$ cat src/rtl/conv1d_row_stream_pkg.sv
// conv1d_row_stream_pkg: shared state enum, default sizes and helpers
// for the streaming 1D convolution row.
package conv1d_row_stream_pkg;

  typedef enum logic [2:0] {
    IDLE,
    LOAD_W,
    STREAM,
    DRAIN,
    DONE
  } conv1d_state_e;

  localparam int DEF_DATA_W  = 8;
  localparam int DEF_K_MAX   = 4;
  localparam int DEF_LEN_MAX = 64;

  // Number of outputs a row produces for a given configuration.
  function automatic int out_count(
    input int len,
    input int pad,
    input int k,
    input int stride
  );
    int l;
    l = len + 2 * pad;
    if (k <= 0 || stride <= 0 || l < k) return 0;
    return (l - k) / stride + 1;
  endfunction

endpackage

$ cat src/rtl/conv1d_row_stream_conv_tap_mac.sv
// conv_tap_mac: one signed tap multiplier with an enable mask.
// Ports: i_en (tap active), i_a/i_b (signed samples), o_p (product or 0).
module conv_tap_mac #(
  parameter int DATA_W = 8
) (
  input  logic                     i_en,
  input  logic signed [DATA_W-1:0] i_a,
  input  logic signed [DATA_W-1:0] i_b,
  output logic signed [2*DATA_W-1:0] o_p
);

  logic signed [2*DATA_W-1:0] w_m;

  assign w_m = i_a * i_b;
  assign o_p = i_en ? w_m : '0;

endmodule

$ cat src/rtl/conv1d_row_stream.sv
// conv1d_row_stream: one 1D conv row with run-time k/stride/pad, streamed
// through valid/ready handshakes (weights in, features in, pixels out).
// Ports: clk, rstn (async active-low), start + cfg_* (row setup),
//   w_valid/w_ready/w_data (weights, tap 0 first),
//   f_valid/f_ready/f_data (features, index 0 first),
//   o_valid/o_ready/o_data (signed output pixel), busy, cfg_err.
// Build option: CONV1D_ROW_RELU_EN clamps o_data to max(sum, 0).
module conv1d_row_stream
  import conv1d_row_stream_pkg::*;
#(
  parameter int DATA_W  = DEF_DATA_W,
  parameter int K_MAX   = DEF_K_MAX,
  parameter int LEN_MAX = DEF_LEN_MAX,
  parameter int ACC_W   = 2 * DATA_W + $clog2(K_MAX)
) (
  input  logic                         clk,
  input  logic                         rstn,
  input  logic                         start,
  input  logic [$clog2(K_MAX+1)-1:0]   cfg_k,
  input  logic [1:0]                   cfg_stride,
  input  logic [$clog2(K_MAX)-1:0]     cfg_pad,
  input  logic [$clog2(LEN_MAX+1)-1:0] cfg_len,
  input  logic                         w_valid,
  output logic                         w_ready,
  input  logic [DATA_W-1:0]            w_data,
  input  logic                         f_valid,
  output logic                         f_ready,
  input  logic [DATA_W-1:0]            f_data,
  output logic                         o_valid,
  input  logic                         o_ready,
  output logic [ACC_W-1:0]             o_data,
  output logic                         busy,
  output logic                         cfg_err
);

  localparam int KW  = $clog2(K_MAX + 1);
  localparam int PW  = $clog2(K_MAX);
  localparam int LW  = $clog2(LEN_MAX + 1);
  localparam int PSW = LW + 1;
  localparam int CW  = PSW + 1;

  conv1d_state_e r_state;

  logic [KW-1:0]  r_k;
  logic [KW-1:0]  r_widx;
  logic [1:0]     r_stride;
  logic [1:0]     r_ph;
  logic [PSW-1:0] r_p;
  logic [PSW-1:0] r_km1;
  logic [PSW-1:0] r_lm1;
  logic [PSW-1:0] r_dlo;
  logic [PSW-1:0] r_dhi;
  logic           r_w_ready;
  logic           r_cfg_err;
  logic           r_o_valid;

  logic signed [ACC_W-1:0]  r_o_data;
  logic signed [DATA_W-1:0] r_w [K_MAX];
  logic signed [DATA_W-1:0] r_s [K_MAX];

  logic [CW-1:0] w_cfg_l;
  logic          w_cfg_bad;
  logic          w_go;
  logic          w_wfire;
  logic          w_in_stream;
  logic          w_is_pad;
  logic          w_adv_ok;
  logic          w_step;
  logic          w_emit;
  logic [K_MAX-1:0] w_tap_en;

  logic signed [DATA_W-1:0]   w_new;
  logic signed [DATA_W-1:0]   w_nx [K_MAX];
  logic signed [2*DATA_W-1:0] w_prod [K_MAX];
  logic signed [ACC_W-1:0]    w_sum;
  logic signed [ACC_W-1:0]    w_res;

  // Padded row length, checked against k before a row is accepted.
  assign w_cfg_l = CW'(cfg_len) + (CW'(cfg_pad) << 1);

  assign w_cfg_bad = (cfg_k == '0)
                  || (cfg_k > KW'(K_MAX))
                  || (cfg_stride == 2'd0)
                  || (KW'(cfg_pad) >= cfg_k)
                  || (cfg_len == '0)
                  || (w_cfg_l < CW'(cfg_k));

  assign w_go    = (r_state == IDLE) && start && !w_cfg_bad;
  assign w_wfire = (r_state == LOAD_W) && r_w_ready && w_valid;

  assign w_in_stream = (r_state == STREAM);
  assign w_is_pad    = (r_p < r_dlo) || (r_p >= r_dhi);
  assign w_adv_ok    = !r_o_valid || o_ready;
  assign w_step      = w_in_stream && w_adv_ok
                    && (w_is_pad || f_valid);
  assign w_emit      = (r_p >= r_km1) && (r_ph == 2'd0);
  assign w_new       = w_is_pad ? '0 : f_data;

  // r_s[0] is the newest sample; the MACs see the window as it will
  // be after this cycle's shift so the pixel registers on that edge.
  always_comb begin
    w_nx[0] = w_new;
    for (int i = 1; i < K_MAX; i++) begin
      w_nx[i] = r_s[i-1];
    end
  end

  // Weights are stored reversed (tap j at k-1-j) so that slot i pairs
  // with r_s[i] directly, with no window mux on k.
  for (genvar g = 0; g < K_MAX; g++) begin : g_tap
    assign w_tap_en[g] = KW'(g) < r_k;
    conv_tap_mac #(
      .DATA_W(DATA_W)
    ) u_mac (
      .i_en(w_tap_en[g]),
      .i_a (w_nx[g]),
      .i_b (r_w[g]),
      .o_p (w_prod[g])
    );
  end

  always_comb begin
    w_sum = '0;
    for (int i = 0; i < K_MAX; i++) begin
      w_sum = w_sum + ACC_W'(w_prod[i]);
    end
  end

`ifdef CONV1D_ROW_RELU_EN
  assign w_res = w_sum[ACC_W-1] ? '0 : w_sum;
`else
  assign w_res = w_sum;
`endif

  always_ff @(posedge clk or negedge rstn) begin
    if (!rstn) begin
      r_state   <= IDLE;
      r_k       <= '0;
      r_widx    <= '0;
      r_stride  <= '0;
      r_ph      <= '0;
      r_p       <= '0;
      r_km1     <= '0;
      r_lm1     <= '0;
      r_dlo     <= '0;
      r_dhi     <= '0;
      r_w_ready <= 1'b0;
      r_cfg_err <= 1'b0;
    end else begin
      r_cfg_err <= 1'b0;
      unique case (r_state)
        IDLE: begin
          if (start && w_cfg_bad) begin
            r_cfg_err <= 1'b1;
          end else if (w_go) begin
            r_k       <= cfg_k;
            r_stride  <= cfg_stride;
            r_widx    <= cfg_k - KW'(1);
            r_km1     <= PSW'(cfg_k) - PSW'(1);
            r_lm1     <= PSW'(w_cfg_l - CW'(1));
            r_dlo     <= PSW'(cfg_pad);
            r_dhi     <= PSW'(cfg_pad) + PSW'(cfg_len);
            r_p       <= '0;
            r_ph      <= '0;
            r_w_ready <= 1'b1;
            r_state   <= LOAD_W;
          end
        end
        LOAD_W: begin
          if (w_wfire) begin
            if (r_widx == '0) begin
              r_w_ready <= 1'b0;
              r_state   <= STREAM;
            end else begin
              r_widx <= r_widx - KW'(1);
            end
          end
        end
        STREAM: begin
          if (w_step) begin
            // Stride phase only runs once the window is full.
            if (r_p >= r_km1) begin
              r_ph <= (r_ph == r_stride - 2'd1)
                    ? 2'd0 : r_ph + 2'd1;
            end
            if (r_p == r_lm1) begin
              r_state <= DRAIN;
            end else begin
              r_p <= r_p + PSW'(1);
            end
          end
        end
        DRAIN: begin
          if (w_adv_ok) r_state <= DONE;
        end
        DONE: begin
          r_state <= IDLE;
        end
        default: begin
          r_state <= IDLE;
        end
      endcase
    end
  end

  always_ff @(posedge clk or negedge rstn) begin
    if (!rstn) begin
      for (int i = 0; i < K_MAX; i++) begin
        r_w[i] <= '0;
        r_s[i] <= '0;
      end
      r_o_valid <= 1'b0;
      r_o_data  <= '0;
    end else begin
      // Clearing on row start makes unused taps read as zero.
      if (w_go) begin
        for (int i = 0; i < K_MAX; i++) begin
          r_w[i] <= '0;
          r_s[i] <= '0;
        end
      end
      if (w_wfire) begin
        for (int i = 0; i < K_MAX; i++) begin
          if (KW'(i) == r_widx) r_w[i] <= w_data;
        end
      end
      if (w_step) begin
        for (int i = 0; i < K_MAX; i++) begin
          r_s[i] <= w_nx[i];
        end
      end
      if (w_step && w_emit) begin
        r_o_valid <= 1'b1;
        r_o_data  <= w_res;
      end else if (o_ready) begin
        r_o_valid <= 1'b0;
      end
    end
  end

  assign w_ready = r_w_ready;
  assign f_ready = w_in_stream && !w_is_pad && w_adv_ok;
  assign o_valid = r_o_valid;
  assign o_data  = r_o_data;
  assign busy    = (r_state != IDLE);
  assign cfg_err = r_cfg_err;

endmodule

$ cat config.mk
export PLATFORM = sky130hd
export DESIGN_NAME = conv1d_row_stream
export DESIGN_NICKNAME = d
export VERILOG_FILES = /design/src/rtl/conv1d_row_stream_pkg.sv /design/src/rtl/conv1d_row_stream_conv_tap_mac.sv /design/src/rtl/conv1d_row_stream.sv
export SDC_FILE = /design/constraint.sdc
export NUM_CORES = 1
export LEC_CHECK = 0
export ABC_AREA = 1
export BUFFER_PORTS_ARGS = -buffer_cell sky130_fd_sc_hd__buf_2
export CAP_MARGIN = 20
export CORE_ASPECT_RATIO = 2
export CORE_UTILIZATION = 49
export CTS_BUF_LIST = sky130_fd_sc_hd__clkbuf_16
export CTS_CLUSTER_DIAMETER = 30
export CTS_CLUSTER_SIZE = 25
export DETAILED_ROUTE_END_ITERATION = 7
export PLACE_DENSITY = 0.77
export SETUP_SLACK_MARGIN = 0.5
export SKIP_CTS_REPAIR_TIMING = 1
export SLEW_MARGIN = 40
export SYNTH_ARGS = -nofsm -noshare
export SYNTH_HDL_FRONTEND = slang
export SYNTH_HIERARCHICAL = 1
export SYNTH_SLANG_ARGS = --single-unit
$ cat constraint.sdc
create_clock -name clk -period 9.27 [get_ports clk]
set_input_delay 0 -clock clk [delete_from_list [all_inputs] [get_ports clk]]
set_output_delay 0 -clock clk [all_outputs]
set_load 0.02 [all_outputs]
; After elaboration in Yosys (flattened, before gate mapping)
; Cells that the tools add are included.
[totals]
register_bits = 124
latch_bits = 0
ram_bits = 0
romBits = 0
input_bits = 36
word_cells = 151
n_memories = 0
[op_classes]
n_addsub = 12
mul = 4
div_mod_pow = 0
order_cmp = 10
eq_ne = 18
shift = 0
mux = 46
bitwise = 1
reduce_logical = 39
[op_table]
columns = operator, count
row1 = $mux 32, 4
row2 = $mux 8, 9
row3 = $mul 8x8->16, 4
row4 = $mux 16, 4
row5 = $mux 3, 11
row6 = $reduce_and 5->1, 4
row7 = $add 17x16->18, 1
row8 = $add 18x16->18, 1
row9 = $add 16x16->17, 1
row10 = $ge 8x8->1, 2
row11 = $pmux 8 s2, 1
row12 = $ne 2x2->1 const B, 6
row13 = $pmux 3 s4, 1
row14 = $logic_and 1x1->1, 11
row15 = $mux 2, 5
row16 = $logic_not 3->1, 3
row17 = $add 2x7->8, 1
row18 = $add 7x3->8, 1
row19 = $add 8x1->8 const B, 1
row20 = $eq 8x8->1, 1
row21 = $logic_or 1x1->1, 8
row22 = $lt 8x2->1, 1
row23 = $lt 8x3->1, 1
row24 = $mux 1, 8
row25 = other kinds (26), 40

; Depth between registers and ports, before layout
; Gate-level depths: netlist of the first run.
[logic_depth]
depth_word = 11
mapped_depth = 44

; Cells and area by module
; Netlist of the first run, hierarchy kept.
[by_module_without_submodules]
columns = mod, n_inst, cells_each, area_per_inst_um2
row1 = conv1d_row_stream, 1, 966, 8061.5
row2 = conv_tap_mac at g_tap[3].u_mac, 1, 434, 2866.5
row3 = conv_tap_mac at g_tap[2].u_mac, 1, 434, 2849.0
row4 = conv_tap_mac at g_tap[0].u_mac, 1, 426, 2844.0
row5 = conv_tap_mac at g_tap[1].u_mac, 1, 420, 2834.0

; Worst setup path before layout of the first run
; OpenSTA, ideal clock, no wires.
[synth_path]
path_type = register to register
startpoint = register r_p[0]
endpoint = register r_o_data[17], in the netlist o_data[17]
setup_ns = 0.065
t_arrival_ns = 6.981
required_ns = 9.205
slack_ns = 2.224
path_stages_with_launch = 38
path_buffers = 2
period_less_slack_ns = 7.046
path_cell_list = dfrtp_1 -> inv_1 -> ha_1 -> nand2_1 -> nand3_1 -> nand2_1 -> nand2_1 -> nand2_1 -> nand2_1 -> clkbuf_1 -> nor2_1 -> clkbuf_1 -> or2_2 -> fa_1 -> fa_1 -> inv_1 -> fa_1 -> inv_1 -> [2 not listed] -> ha_1 -> a21oi_1 -> nand2_1 -> nand4_1 -> nand2_1 -> nand2_1 -> nor3b_2 -> inv_1 -> fa_1 -> inv_1 -> ha_1 -> a21oi_1 -> a21boi_0 -> nand3_1 -> a21oi_1 -> xor2_1 -> nand2_1 -> nand2_1
[synth_lines]
columns = element, line_no
row1 = "start, declared", conv1d_row_stream.sv:48  ; logic [PSW-1:0] r_p;
row2 = "start signal, assigned", conv1d_row_stream.sv:189  ; r_p <= r_p + PSW'(1);
row3 = "end signal, assigned", conv1d_row_stream.sv:234  ; r_o_data <= w_res;
row4 = "end, declared", conv1d_row_stream.sv:57  ; logic signed [ACC_W-1:0] r_o_data;

==> results.md, run 1 <==
- Status: finished, violations left
- Failing checks: negative hold slack
- Fin nets: 3153
- Die W: 143 um
- # rows: 102
- Measured slew at the worst slew-check pin: 0.953 ns
- CTS HTree Levels: 4
- Slowest CP cell: nor2_1
- Syn Std Cell Area: 0.0195 mm2
- NetSw: 2.84 mW
- Post-synth cell types: 49
- PortBufs: 58
- Fillers: 3650
- Clock sink count: 120
- Fin Hold WS: -0.0246 ns
- Core box area: 0.0389 mm2
- Die area: 0.0406 mm2
- Sequential area share after synthesis: 15.4%
- Drc violations: 0
- Placer congestion estimate: 0.979
- Syn-to-layout area delta: 7.33%
- Sequential cell area: 0.00300 mm2
- Worst Setup Start Kind: flip-flop
- Hold Path Depth: 3
- Die Span Y: 284 um
- Router iterations before antenna repair: 8
- Post-synth EDFFs: 0
- Largest net degree at the start of global routing: 75
- Initial core utilization: 50.0%
- Global-route wire length before repair: 85.5 mm
- Final Core Density: 53.6%
- Final hold vios: 2
- Fmax: 0.125 GHz
- GR Overflow Total: 0
- Max-cap check violation count: 0
- Ys async rst share: 100%
- Largest stage delay, worst path: 0.69 ns
- Root Driver: clkbuf_16
- Leakage power: 12.5 nW
- IR drop worst, VDD: 0.167 mV
- CP Max Fanout: 17
- Critical path type: flip-flop to flip-flop
- CP Capture Type: flip-flop
- Share of cells above drive strength 1: 6.09%
- Post-route clock period utilization: 86.4%
- Clock Path Buffers: 2
- Syn avg cell area: 7.26 um2
- Most frequent cells in the layout: inv_1 (793), nand2_1 (616), fa_1 (255)
- Synth warn: 6
- Final count of pins violating max slew: 0
- Synth Instances: 2680
- Final std cells w/o fill: 3228
- Final setup TNS: 0 ns
- Min-delay worst type: input port to flip-flop
- P_int: 2.25 mW
- R2R depth: 36
- CTS buffer count: 17
- Final wirelength: 51.7 mm
- WP data required: 9.65 ns
- Clock power share: 14.0%
- Synthesized net count: 3138
- Tot GR Track Use: 27.6%
- Initial antenna violation count: 0
- Io pins: 59
- Post-layout min period: 8.01 ns
- CP arrival: 8.39 ns
- Clock latency at the later pin of the worst-skew pair: 0.45 ns
- Number of inserted diodes: 0
- Synthesized flop and latch total: 120
- Placed Cells: 3174
- DR vias/cell: 5.12
- Slew headroom: 36.3%
- Antenna-violating nets left: 0
- Switching portion of total power: 55.8%
- Via count: 16525
- Worst Clk Skew: 0.0162 ns
- CTS tree: done
- Vias in the first global route: 17548
- Power density cells: 244 mW/mm2
- Worst-path clk slew: 0.07 ns
- Most used cell along the critical path: nand2_1
- Starting DRT DRC Count: 938
- Most common cell after layout, fill and taps aside: inv_1
- Wire per inst: 16.0 um
- Seq pwr share: 21.5%
- Most used DFF post-synth: dfrtp_1
- Final setup violation count: 0
- Comb pwr share: 64.5%
- Post-DP HPWL: 42.9 mm
- RSZ-0062 raised after global routing: no
- Area used by multi-input combinational logic: 0.0130 mm2
final timing paths:
kind | startpoint | slack [ns] | to
min in group asynchronous | rstn | 0.08 | o_data[7]$_DFFE_PN0P_
max in group asynchronous | rstn | 8.14 | r_p[7]$_DFFE_PN0P_
hold reg to reg | r_km1[2]$_DFFE_PN0P_ | 0.47 | r_km1[2]$_DFFE_PN0P_
hold / removal | cfg_k[2] | -0.02 | r_k[2]$_DFFE_PN0P_
setup reg to reg | r_p[5]$_DFFE_PN0P_ | 1.26 | o_data[16]$_DFFE_PN0P_
setup / recovery | r_p[5]$_DFFE_PN0P_ | 1.26 | o_data[16]$_DFFE_PN0P_
final cells by class:
cell class                      instances  area share, %
Clock buffer                           17           2.04
Clock inverter                         15          0.953
Inverter                              805           14.5
Multi-Input combinational cell       1668           62.4
Sequential cell                       120           14.4
Tap cell                              520           3.12
Timing Repair Buffer                   83           2.60
through the flow:
step	hold slack [ns]	instance area (um2)	power, mW	setup slack (ns)
after floorplan	-0.296	19500	3.43	2.22
after global routing	0.00716	20900	5.59	0.659
after detailed placement	0.108	20000	4.34	1.41
final	-0.0246	20900	5.09	1.26
after CTS	-0.357	20700	5.08	1.34
after global placement	0.108	20000	4.24	1.61
cells in the mapped netlist (all sizes together) (5+ instances only):
master	n	share of area, %
nor2	182	3.9
buf	21	0.75
ha	167	11
dfrtp	120	15
o21ai	116	3.0
o32ai	8	0.40
clkbuf	66	1.3
nand2	637	13
fa	255	26
or2	5	0.16
a21oi	78	2.1
xor2	21	0.95
xnor2	26	1.2
o22ai	8	0.51
a21boi	5	0.19
inv	803	16
a21o	5	0.19
nand3	115	3.2
nand4	14	0.48
nor3	7	0.18
critical path: cells and delay by family (launching register included):
family / cells / cell delay, ns
and+or+nand+nor: 19 / 2.73
xor gates and xnor gates: 1 / 0.18
buffers and inverters: 6 / 0.46
DFF: 1 / 0.50
adders and majority gates: 8 / 3.71
AOI/OAI and AO/OA: 2 / 0.37
kinds of logic (layout without fill, tap and decap cells):
family,after synthesis,in the layout,synth area share [%]
adders and majority gates,422,422,37.0
muxes,1,1,0.0515
and+or+nand+nor,966,966,21.0
DFF,120,120,15.4
buffers and inverters,892,920,17.6
AOI/OAI and AO/OA,232,232,6.86
xor gates and xnor gates,47,47,2.12
power by group through the flow:
stage / clock, mW / sequential, mW / combinational (mW)
floorplan: 0 / 0.869 / 2.56
global placement: 0 / 1.08 / 3.16
detailed placement: 0 / 1.09 / 3.25
CTS: 0.721 / 1.08 / 3.28
global route: 0.742 / 1.13 / 3.73
finish: 0.714 / 1.09 / 3.28
sequential cells by signal (all words and copies together) (netlist names):
signal / cells
r_w: 32
r_s: 24
o_data: 18
r_dhi: 8
r_lm1: 8
r_p: 8
r_km1: 4
r_k: 3
r_state: 3
r_widx: 3
r_dlo: 2
r_ph: 2
r_stride: 2
cfg_err: 1
o_valid: 1
w_ready: 1
metal layers:
metal	global-route usage, %	vias up	routed length (um)
met2	51.1	529	27900
met4	23.5	0	4960
met5	0	-	0
met3	2.97	226	1820
met1	26.6	7943	17100
li1	-	7827	-
No activity file was read; power rests on OpenSTA's default activity.
==> run 2: changes to the inputs <==
Settings changed: PLACE_DENSITY 0.77 to 0.7.
==> results.md, run 2 (synthesized netlist as in run 1, its figures left out) <==
- Global-route wire length before repair: 85.2 mm
- Tot GR Track Use: 27.6%
- Slowest CP cell: nor2_1
- Most frequent cells in the layout: inv_1 (795), nand2_1 (616), fa_1 (255)
- R2r startpoint: r_p[7]$_DFFE_PN0P_
- Critical path type: flip-flop to flip-flop
- R2R depth: 36
- Leakage power: 12.5 nW
- Min-delay worst type: input port to flip-flop
- Initial core utilization: 50.0%
- Vias in the first global route: 17445
- CP Capture Type: flip-flop
- Critical Path Start: r_p[7]$_DFFE_PN0P_
- Status: finished, violations left
- Largest stage delay, worst path: 0.64 ns
- Cell depth of the worst setup path: 36
- Clock latency at the later pin of the worst-skew pair: 0.44 ns
- Drc violations: 0
- Fillers: 3727
- Post-layout min period: 7.89 ns
- Placed Cells: 3173
- CTS buffer count: 17
- Io pins: 59
- Starting DRT DRC Count: 790
- Largest net degree at the start of global routing: 77
- WP data required: 9.59 ns
- Post-DP HPWL: 43.6 mm
- Worst Path Buf+Inv: 7
- Die area: 0.0406 mm2
- Worst Clk Skew: 0.0187 ns
- Slew headroom: 46.8%
- Power density cells: 244 mW/mm2
- # rows: 102
- Post-route clock period utilization: 85.2%
- Initial antenna violation count: 0
- Core box area: 0.0389 mm2
- GR Overflow Total: 0
- Clock Path Buffers: 2
- PortBufs: 58
- IR drop worst, VDD: 0.172 mV
- Clock sink count: 120
- Seq pwr share: 21.3%
- Critical Path Sink: o_data[16]$_DFFE_PN0P_
- CP arrival: 8.22 ns
- Worst Setup Start Kind: flip-flop
- CP Max Fanout: 17
- Max-cap check violation count: 0
- Antenna-violating nets left: 0
- Max reg flops: 32
- RSZ-0062 raised after global routing: no
- Fmax: 0.127 GHz
- Fin nets: 3147
- Most used cell along the critical path: nand2_1
- Final std cells w/o fill: 3221
- DP Area: 0.0200 mm2
- Worst-path clk slew: 0.06 ns
- Switching portion of total power: 54.6%
- Wire per inst: 16.1 um
- Share of cells above drive strength 1: 5.92%
- Die Span Y: 284 um
- Router iterations before antenna repair: 6
- Clock power share: 14.6%
- Final setup TNS: 0 ns
- CP delay by family, top: adder cells
- Final instance area: 0.0208 mm2
- Syn-to-layout area delta: 7.10%
- Root Driver: clkbuf_16
- Placer congestion estimate: 0.942
- Die W: 143 um
- R2R Setup Slk: 1.38 ns
- Measured slew at the worst slew-check pin: 0.798 ns
- CTS HTree Levels: 4
- Fin Hold WS: -0.0133 ns
- Final hold vios: 8
- RR Endpoint: o_data[16]$_DFFE_PN0P_
- Comb pwr share: 64.1%
- P_int: 2.31 mW
- DR vias/cell: 5.03
- CTS tree: done
- NetSw: 2.78 mW
- Final count of pins violating max slew: 0
- Failing checks: negative hold slack
- Reg with most FFs: r_w
- Via count: 16199
- Most common cell after layout, fill and taps aside: inv_1
- Final wirelength: 51.7 mm
- Final setup violation count: 0
- Number of inserted diodes: 0
[run 2: cell count changes in the layout (fill, tap and decap cells not counted), moves of 2 or more]
| cell | previous run | this run |
|---|---|---|
| bufinv_16 | 2 | 5 |
| inv_1 | 793 | 795 |
| inv_6 | 5 | 2 |
| clkinv_2 | 1 | 3 |
| inv_8 | 4 | 0 |
| clkinv_8 | 2 | 0 |
| dlygate4sd3_1 | 22 | 17 |
[run 2: how the worst min path moves through the flow]
stage	startpoint	endpoint	slack [ns]	cells past startpoint
after floorplan	rstn	cfg_err$_DFF_PN0_	-0.30	0
after global placement	rstn	o_data[11]$_DFFE_PN0P_	0.21	1
after detailed placement	rstn	o_data[11]$_DFFE_PN0P_	0.07	1
after CTS	rstn	o_data[2]$_DFFE_PN0P_	-0.40	1
after global routing	f_data[4]	r_s[28]$_DFFE_PN0P_	0.008	3
final	w_data[3]	r_w[3]$_DFF_PN0_	-0.01	3
[run 2: cell type report]
cell class | instances | area (um2) | area share (%)
clock inverters | 14 | 206 | 0.991
multi-input cells | 1668 | 13000 | 62.6
well taps | 520 | 651 | 3.12
clock buffers | 17 | 425 | 2.04
flip-flops and latches | 120 | 3000 | 14.4
inverters | 805 | 3030 | 14.5
repair buffers | 77 | 482 | 2.31
[run 2: tightest hold or removal path: stages]
cell and delay [ns]:
buf_2 0.07, inv_1 0.13, o21ai_0 0.18
[run 2: metrics by stage]
step / hold slack [ns] / total power, mW / worst slack [ns] / util [%]
floorplan: -0.296 / 3.43 / 2.22 / -
global placement: 0.209 / 4.24 / 1.60 / 51.4
detailed placement: 0.0721 / 4.33 / 1.46 / 51.4
CTS: -0.398 / 5.10 / 1.39 / 53.1
global route: 0.00826 / 5.61 / 0.724 / 53.5
finish: -0.0133 / 5.09 / 1.38 / 53.5
[run 2: power by group through the flow]
| stage | clock network [mW] | registers, mW | logic [mW] |
|---|---|---|---|
| floorplan | 0 | 0.869 | 2.56 |
| CTS | 0.747 | 1.08 | 3.28 |
| global placement | 0 | 1.08 | 3.17 |
| detailed placement | 0 | 1.09 | 3.25 |
| global route | 0.769 | 1.12 | 3.72 |
| finish | 0.742 | 1.09 | 3.26 |
[run 2: layer usage]
metal	vias up	track usage [%]	share of wire, %
met2	430	52.1	54
met5	-	0	0
met1	7775	26.3	33
li1	7810	-	-
met3	184	2.80	3.2
met4	0	22.0	9.1
